### src/rtl/exec_mem_unit.sv
// exec_mem_unit -- execute/memory datapath slice of the 5-stage MIPS pipeline.
//
// Purpose:
//   ALU-control decoder (ALUOp + funct -> 4-bit op), 32-bit combinational ALU
//   with zero flag, and a word-addressed data memory (synchronous write,
//   combinational read). The ALU half lives in EX; the memory half is driven
//   from the EX/MEM register in MEM.
//
// Optional feature:
//   `define ALU_SHIFT_EN to decode sll/srl/sra (funct 000000/000010/000011)
//   and use shamt. Without it those functs decode to 1111 and shamt is ignored.
//
// Parameters:
//   DEPTH  number of 32-bit memory words (power of two)
//   AW     word-address width, log2(DEPTH)
//
// Ports:
//   clk         rising-edge clock
//   rst_n       asynchronous active-low reset (clears memory)
//   alu_op      ALUOp from main control
//   funct       instruction bits [5:0]
//   shamt       instruction bits [10:6]
//   alu_a       forwarded rs operand
//   alu_b       forwarded rt / immediate operand
//   alu_ctrl    decoded ALU operation
//   alu_result  ALU result
//   alu_zero    high when alu_result == 0
//   mem_addr    byte address
//   mem_read    MemRead
//   mem_write   MemWrite
//   mem_wdata   store data
//   mem_rdata   load data (0 when mem_read is low)

module exec_mem_unit #(
  parameter int DEPTH = 64,
  parameter int AW    = 6
) (
  input  logic        clk,
  input  logic        rst_n,
  input  logic [1:0]  alu_op,
  input  logic [5:0]  funct,
  input  logic [4:0]  shamt,
  input  logic [31:0] alu_a,
  input  logic [31:0] alu_b,
  output logic [3:0]  alu_ctrl,
  output logic [31:0] alu_result,
  output logic        alu_zero,
  input  logic [31:0] mem_addr,
  input  logic        mem_read,
  input  logic        mem_write,
  input  logic [31:0] mem_wdata,
  output logic [31:0] mem_rdata
);

  // ALU operation encodings
  localparam logic [3:0] OP_AND = 4'b0000;
  localparam logic [3:0] OP_OR  = 4'b0001;
  localparam logic [3:0] OP_ADD = 4'b0010;
  localparam logic [3:0] OP_XOR = 4'b0011;
  localparam logic [3:0] OP_SUB = 4'b0110;
  localparam logic [3:0] OP_SLT = 4'b0111;
  localparam logic [3:0] OP_SLL = 4'b1000;
  localparam logic [3:0] OP_SRL = 4'b1001;
  localparam logic [3:0] OP_SRA = 4'b1010;
  localparam logic [3:0] OP_NOR = 4'b1100;
  localparam logic [3:0] OP_BAD = 4'b1111;

  // R-type funct encodings
  localparam logic [5:0] F_ADD = 6'b100000;
  localparam logic [5:0] F_SUB = 6'b100010;
  localparam logic [5:0] F_AND = 6'b100100;
  localparam logic [5:0] F_OR  = 6'b100101;
  localparam logic [5:0] F_XOR = 6'b100110;
  localparam logic [5:0] F_NOR = 6'b100111;
  localparam logic [5:0] F_SLT = 6'b101010;
  localparam logic [5:0] F_SLL = 6'b000000;
  localparam logic [5:0] F_SRL = 6'b000010;
  localparam logic [5:0] F_SRA = 6'b000011;

  // ---------------------------------------------------------------------------
  // ALU control decode
  // ---------------------------------------------------------------------------
  logic [3:0] w_funct_op;

  always_comb begin
    w_funct_op = OP_BAD;
    case (funct)
      F_ADD:   w_funct_op = OP_ADD;
      F_SUB:   w_funct_op = OP_SUB;
      F_AND:   w_funct_op = OP_AND;
      F_OR:    w_funct_op = OP_OR;
      F_XOR:   w_funct_op = OP_XOR;
      F_NOR:   w_funct_op = OP_NOR;
      F_SLT:   w_funct_op = OP_SLT;
`ifdef ALU_SHIFT_EN
      F_SLL:   w_funct_op = OP_SLL;
      F_SRL:   w_funct_op = OP_SRL;
      F_SRA:   w_funct_op = OP_SRA;
`endif
      default: w_funct_op = OP_BAD;
    endcase
  end

  always_comb begin
    alu_ctrl = OP_BAD;
    case (alu_op)
      2'b00:   alu_ctrl = OP_ADD;
      2'b01:   alu_ctrl = OP_SUB;
      2'b10:   alu_ctrl = w_funct_op;
      2'b11:   alu_ctrl = OP_OR;
      default: alu_ctrl = OP_BAD;
    endcase
  end

  // ---------------------------------------------------------------------------
  // ALU
  // ---------------------------------------------------------------------------
  logic [31:0] w_sum;
  logic [31:0] w_diff;
  logic        w_lt;

  assign w_sum  = alu_a + alu_b;
  assign w_diff = alu_a - alu_b;
  assign w_lt   = ($signed(alu_a) < $signed(alu_b));

  always_comb begin
    alu_result = 32'h0;
    case (alu_ctrl)
      OP_AND:  alu_result = alu_a & alu_b;
      OP_OR:   alu_result = alu_a | alu_b;
      OP_XOR:  alu_result = alu_a ^ alu_b;
      OP_NOR:  alu_result = ~(alu_a | alu_b);
      OP_ADD:  alu_result = w_sum;
      OP_SUB:  alu_result = w_diff;
      OP_SLT:  alu_result = {31'h0, w_lt};
`ifdef ALU_SHIFT_EN
      OP_SLL:  alu_result = alu_b << shamt;
      OP_SRL:  alu_result = alu_b >> shamt;
      OP_SRA:  alu_result = $signed(alu_b) >>> shamt;
`endif
      default: alu_result = 32'h0;
    endcase
  end

  assign alu_zero = (alu_result == 32'h0);

`ifndef ALU_SHIFT_EN
  // shamt only matters for shifts; keep it visibly consumed.
  logic w_unused_shamt;
  assign w_unused_shamt = ^shamt;
`endif

  // ---------------------------------------------------------------------------
  // Data memory
  // ---------------------------------------------------------------------------
  // Byte-offset bits and everything above the index are dropped, so accesses
  // are always word aligned and addresses wrap modulo DEPTH*4.
  logic [AW-1:0] w_idx;
  logic [31:0]   r_mem [DEPTH];
  logic          w_unused_addr;

  assign w_idx         = mem_addr[AW+1:2];
  assign w_unused_addr = ^{mem_addr[31:AW+2], mem_addr[1:0]};

  always_ff @(posedge clk or negedge rst_n) begin
    if (!rst_n) begin
      for (int i = 0; i < DEPTH; i++) r_mem[i] <= 32'h0;
    end else if (mem_write) begin
      r_mem[w_idx] <= mem_wdata;
    end
  end

  // Read is straight off the array: same-index write shows up only after the edge.
  assign mem_rdata = mem_read ? r_mem[w_idx] : 32'h0;

endmodule

### config.mk
export PLATFORM = sky130hd
export DESIGN_NAME = exec_mem_unit
export DESIGN_NICKNAME = d
export VERILOG_FILES = /design/src/rtl/exec_mem_unit.sv
export SDC_FILE = /design/constraint.sdc
export NUM_CORES = 2
export LEC_CHECK = 0
export CAP_MARGIN = 20
export CORE_MARGIN = 8
export CORE_UTILIZATION = 45
export CTS_BUF_LIST = sky130_fd_sc_hd__clkbuf_16
export CTS_CLUSTER_SIZE = 28
export DETAILED_ROUTE_END_ITERATION = 6
export HOLD_SLACK_MARGIN = 0.15
export SLEW_MARGIN = 25
export SYNTH_ARGS = -nofsm -noshare
export SYNTH_HDL_FRONTEND = slang
export SYNTH_SLANG_ARGS = --single-unit
### constraint.sdc
create_clock -name clk -period 12.1 [get_ports clk]
set_input_delay 1.815 -clock clk [delete_from_list [all_inputs] [get_ports clk]]
set_output_delay 1.815 -clock clk [all_outputs]
set_load 0.01 [all_outputs]
# Word-level counts from Yosys, hierarchy flattened
# Index checks and enable logic that the tools add are counted.
[word_totals]
word_cells = 104
out_inout_bits = 69
input_bits = 145
regBits = 2048
[classes]
n_eq_ne = 16
addsub = 2
n_lt_le_gt_ge = 3
bitwise = 5
mux = 10
reduce_logical = 4
[ops]
columns = ["op", "n"]
rows = [
  ["2048-bit bitwise mux", 1],
  ["32-bit one-hot mux with 7 select lines", 1],
  ["32-bit binary-select mux with 6-bit select", 1],
  ["32-bit demux with 6-bit select", 1],
  ["32-bit two-way mux", 4],
  ["6-bit equality test (second input constant)", 7],
  ["32-bit adder", 1],
  ["32-bit bitwise AND", 1],
  ["32-bit logical NOT", 1],
  ["32-bit < comparator", 1],
  ["32-bit inverter", 1],
  ["32-bit bitwise OR", 1],
  ["32-bit subtractor", 1],
  ["32-bit XOR", 1],
  ["4-bit one-hot mux with 7 select lines", 1],
  ["4-bit one-hot mux with 4 select lines", 1],
  ["4-bit by 2-bit equality test with 1-bit output (second input constant)", 2],
  ["4-bit by 3-bit equality test with 1-bit output (second input constant)", 2],
  ["7-bit greater-or-equal comparator (second input constant)", 1],
  ["7-bit by 1-bit < comparator with 1-bit output (second input constant)", 1],
  ["6-bit inverter with 7-bit output", 1],
  ["2-bit equality test (second input constant)", 2],
  ["4-bit by 1-bit equality test with 1-bit output (second input constant)", 1],
  ["4-bit equality test (second input constant)", 1],
  ["4 further kinds", 4],
]

# Logic depth before layout (Yosys ltp)
[logic_depth]
ltp_word = 6
mapped_depth = 14
ltp_nobuf = 14

# Least setup slack after synthesis
# No wires, ideal clock.
[synth_path]
path_type = "input port to output port"
start = "in alu_a[0]"
end = "out alu_zero"
arrival_ns = 4.816
cell_stages = 13
required_ns = 10.285
n_path_buf = 0
setup_slack_ns = 5.469
path_cell_list = "ha_1 -> inv_1 -> fa_1 -> nand2b_1 -> a2111o_1 -> a31o_1 -> mux2i_1 -> a221oi_1 -> o211ai_1 -> or3_1 -> nor4_1 -> nand4_1 -> nor4_2"
[synth_via]
elab_cells_between_ends = 9
classes_between = "add/sub (2); order compare (1); mux (1); bitwise (4); reduce/logical (1)"
[synth_rtl]
columns = ["item", "line_no", "source"]
rows = [
  ["from (decl)", "43", "input logic [31:0] alu_a,"],
  ["32-bit subtractor or 32-bit adder (tied branches)", "123, 122", ""],
  ["32-bit one-hot mux with 7 select lines *", "128", "case (alu_ctrl)"],
  ["net alu_result[10]", "46", "output logic [31:0] alu_result,"],
  ["32-bit logical NOT *", "145", "assign alu_zero = (alu_result == 32'h0);"],
  ["to (decl)", "47", "output logic alu_zero,"],
]
# Mark *: on every way through the listed nets, which the timed path passes. The rest lies on a longest branch.

# Worst setup path in the final report
[layout_path]
start = "in alu_op[1]"
end = "out alu_zero"
[layout_via]
elab_chain_len = 5
elab_cells_between_ends = 14
classes_between = "eq/ne (9); mux (2); reduce/logical (3)"
[layout_rtl]
columns = ["item", "line_no", "source"]
rows = [
  ["from (decl)", "40", "input logic [1:0] alu_op,"],
  ["2-bit equality test, or another cell as far along", "106", "case (alu_op)"],
  ["4-bit one-hot mux with 4 select lines *", "106", ""],
  ["4-bit by 3-bit equality test with 1-bit output, or another cell as far along", "128", ""],
  ["32-bit one-hot mux with 7 select lines *", "128", ""],
  ["32-bit logical NOT *", "145", ""],
]
# Mark *: on every way between the ends. The rest lies on a longest branch, timed or not.

==> run summary <==
die area: 223,900 µm²
Pre-antenna DRT Iters: 7
Max-Cap Viols: 0
Setup Buffers After CTS: 0
setup violators final: 0
Clock Latency Late Sink: 0.85 ns
Crit path arrival time: 6.81 ns
vias in the first global route: 65,880
worst rel slew slack: 22.87%
DP Worst Slack: 3.598 ns
Area Growth Syn to Fin: 11.23%
CP Launch Type: input port
worst-margin pin slew: 1.153 ns
Total Routing Usage GR: 27.45%
Synth Area per Inst: 13.04 µm²
Hold Buf Count CTS: 0
commonest cells after routing, fill and taps aside: mux2_2, dfrtp_1, a22oi_1, a31oi_1, a221oi_1
CP endpoint: alu_zero
worst reg2reg setup slack: 11.30 ns
Port Buffers: 182
mapped cell area: 94,050 µm²
Worst Skew: 0 ns
hold_sp: r_mem[479]
Min-Delay Path Class: register to register
Critical R2R Capture: r_mem[1702]
CTS buffer count: 204
fin crit share: 71.28%
Req. time, crit path: 10.28 ns
Vias per Instance: 6.466
CTS resizes: 0
post-synthesis cell count: 7,214
hpwl dp: 175.1 mm
Biggest register: r_mem
RSZ-0062 raised after global routing: no
Netlist cell types: 88
DR WL/cell: 31.63 µm
TNS Setup: 0 ns
# DRC: 1
fraction of layout cells with a size suffix above 1: 36.43%
Yosys reg bits: 2,048
initial antenna violation count: 8
RePlAce Congestion: 0.8786
Num Clock Sinks: 2,048
post-detailed-route count of antenna-violating nets: 0
FP Rows: 168
Async SR Flop Fraction: 100.0%
Starting Density: 45.06%
pwr/cell area: 155.2 nW/µm²
clk slew on worst S/H paths: 0.06 ns
r2r worst-path depth: 1
status: finished with violations
RR Startpoint: r_mem[1702]
CTS H-Tree Depth: 4
CORE AREA: 208,700 µm²
final hold violations: 0
vias: 64,570
sequential-to-total area share from yosys stat: 54.49%
Max IR drop VDD: 0.1569 mV
Setup CP Type: input port to output port
number of synthesized flops with an enable pin: 0
failing checks: DRC
Final Max Slew Viols: 0
CTS tree: done
FMAX: 115.9 MHz
crit path setup slack, layout: 3.475 ns
Critical path origin: alu_op[1]
Nets: 7,250
Max FO, Critical Path: 28
Post-Syn Nets: 7,459
largest net degree at the start of global routing: 175
grt ovf: 0
IO Count: 214
first-pass GRT wire length: 461.2 mm
final critical-path required period: 8.625 ns
Worst Hold Slack: 0.5032 ns
largest registers: r_mem (2048)
die width: 473.2 µm
Max Buffers Root-to-Sink: 3
Leakage: 47.04 nW
Ys Warns: 0
CTS root buffer: clkbuf_16
die height: 473.2 µm
crit end category: output port
max FFs per register: 2,048
Iter 0 DRT Violations: 6,096
final wirelength: 315.9 mm
main flop type after synthesis: dfrtp_1
==> metrics by stage <==
step,util [%],cells,area (µm²),power [mW]
2_1_floorplan,-,7214,94050,9.567
3_5_place_dp,47.03,9599,98160,10.32
5_1_grt,50.12,9985,104600,16.86
4_1_cts,50.02,9978,104400,16.30
3_3_place_gp,47.02,9598,98140,10.20
6_report,50.12,9986,104600,16.23
==> metal layers <==
| metal | vias to the layer above | track usage (%) | wire [µm] |
|---|---|---|---|
| met5 | - | 0 | 26 |
| met4 | 4 | 10.62 | 13310 |
| met3 | 636 | 4.976 | 21800 |
| met2 | 2492 | 44.84 | 149500 |
| met1 | 34600 | 36.57 | 131300 |
| li1 | 26840 | - | - |
==> worst max-delay path, cell delays in order <==
cell and delay [ns]:
clkdlybuf4s50_1 0.95, nor2b_1 0.44, and3_1 0.29, buf_4 0.28, a2111oi_1 0.68, o221ai_1 0.23, a311oi_1 0.51, nand4b_1 0.20
nor4_1 0.31, nand4_1 0.25, nor4_2 0.25, clkdlybuf4s50_1 0.57
==> cell families after synthesis <==
logic type	after synthesis	share of synthesized area, %
compound gates	1685	13.49
fa+ha+maj	100	1.346
xor+xnor	8	0.07450
simple gates	471	2.575
flops	2048	54.49
mux	2056	24.61
buf+inv	846	3.424
==> layout make-up <==
class	instances	area (µm²)
antenna	3	7.507
inverter	102	382.9
sequential	2048	51250
fill	18100	104100
timing repair buffer	329	3236
multi-input combinational	4320	40000
clock buffer	207	5180
tap	2805	3510
clock inverter	172	1055
==> synth_stat cells (9+ instances only) <==
master,n,area (µm²)
clkbuf_1,541,2031
nor4_1,71,444.2
a22oi_1,544,4084
nor2b_1,11,68.82
a21o_1,10,75.07
or2_2,9,56.30
inv_1,94,352.8
a211oi_1,16,120.1
ha_1,98,1226
a21oi_1,146,730.7
o21ai_1,9,45.04
nor2_1,125,469.2
nand4_1,25,156.4
o21bai_1,9,67.56
nand2_1,103,386.6
o22ai_1,17,106.4
o211ai_1,14,105.1
and2_1,16,100.1
buf_1,180,675.7
o31ai_1,14,105.1
nand3_1,19,95.09
o21ai_0,38,190.2
a221oi_1,259,2268
a22o_1,248,2172
and3_1,9,56.30
a31oi_1,259,1620
buf_2,18,90.09
dfrtp_1,2048,51250
nor3_1,21,105.1
mux2_2,2048,23060
or3_1,10,62.56
nand2b_1,13,81.33
==> power breakdown <==
part,switching [mW],internal (mW)
Sequential,0.458,7.76
Combinational,1.02,0.998
Clock,2.74,3.27
==> worst min-delay path by stage <==
stage | end | slack [ns] | cells past startpoint
2_1_floorplan | r_mem[1471] | 0.48 | 1
3_3_place_gp | r_mem[1747] | 0.49 | 1
3_5_place_dp | r_mem[1210] | 0.49 | 1
4_1_cts | r_mem[1462] | 0.51 | 1
5_1_grt | r_mem[225] | 0.51 | 1
6_report | r_mem[479] | 0.50 | 1
Power figures use the tool's default switching activity.
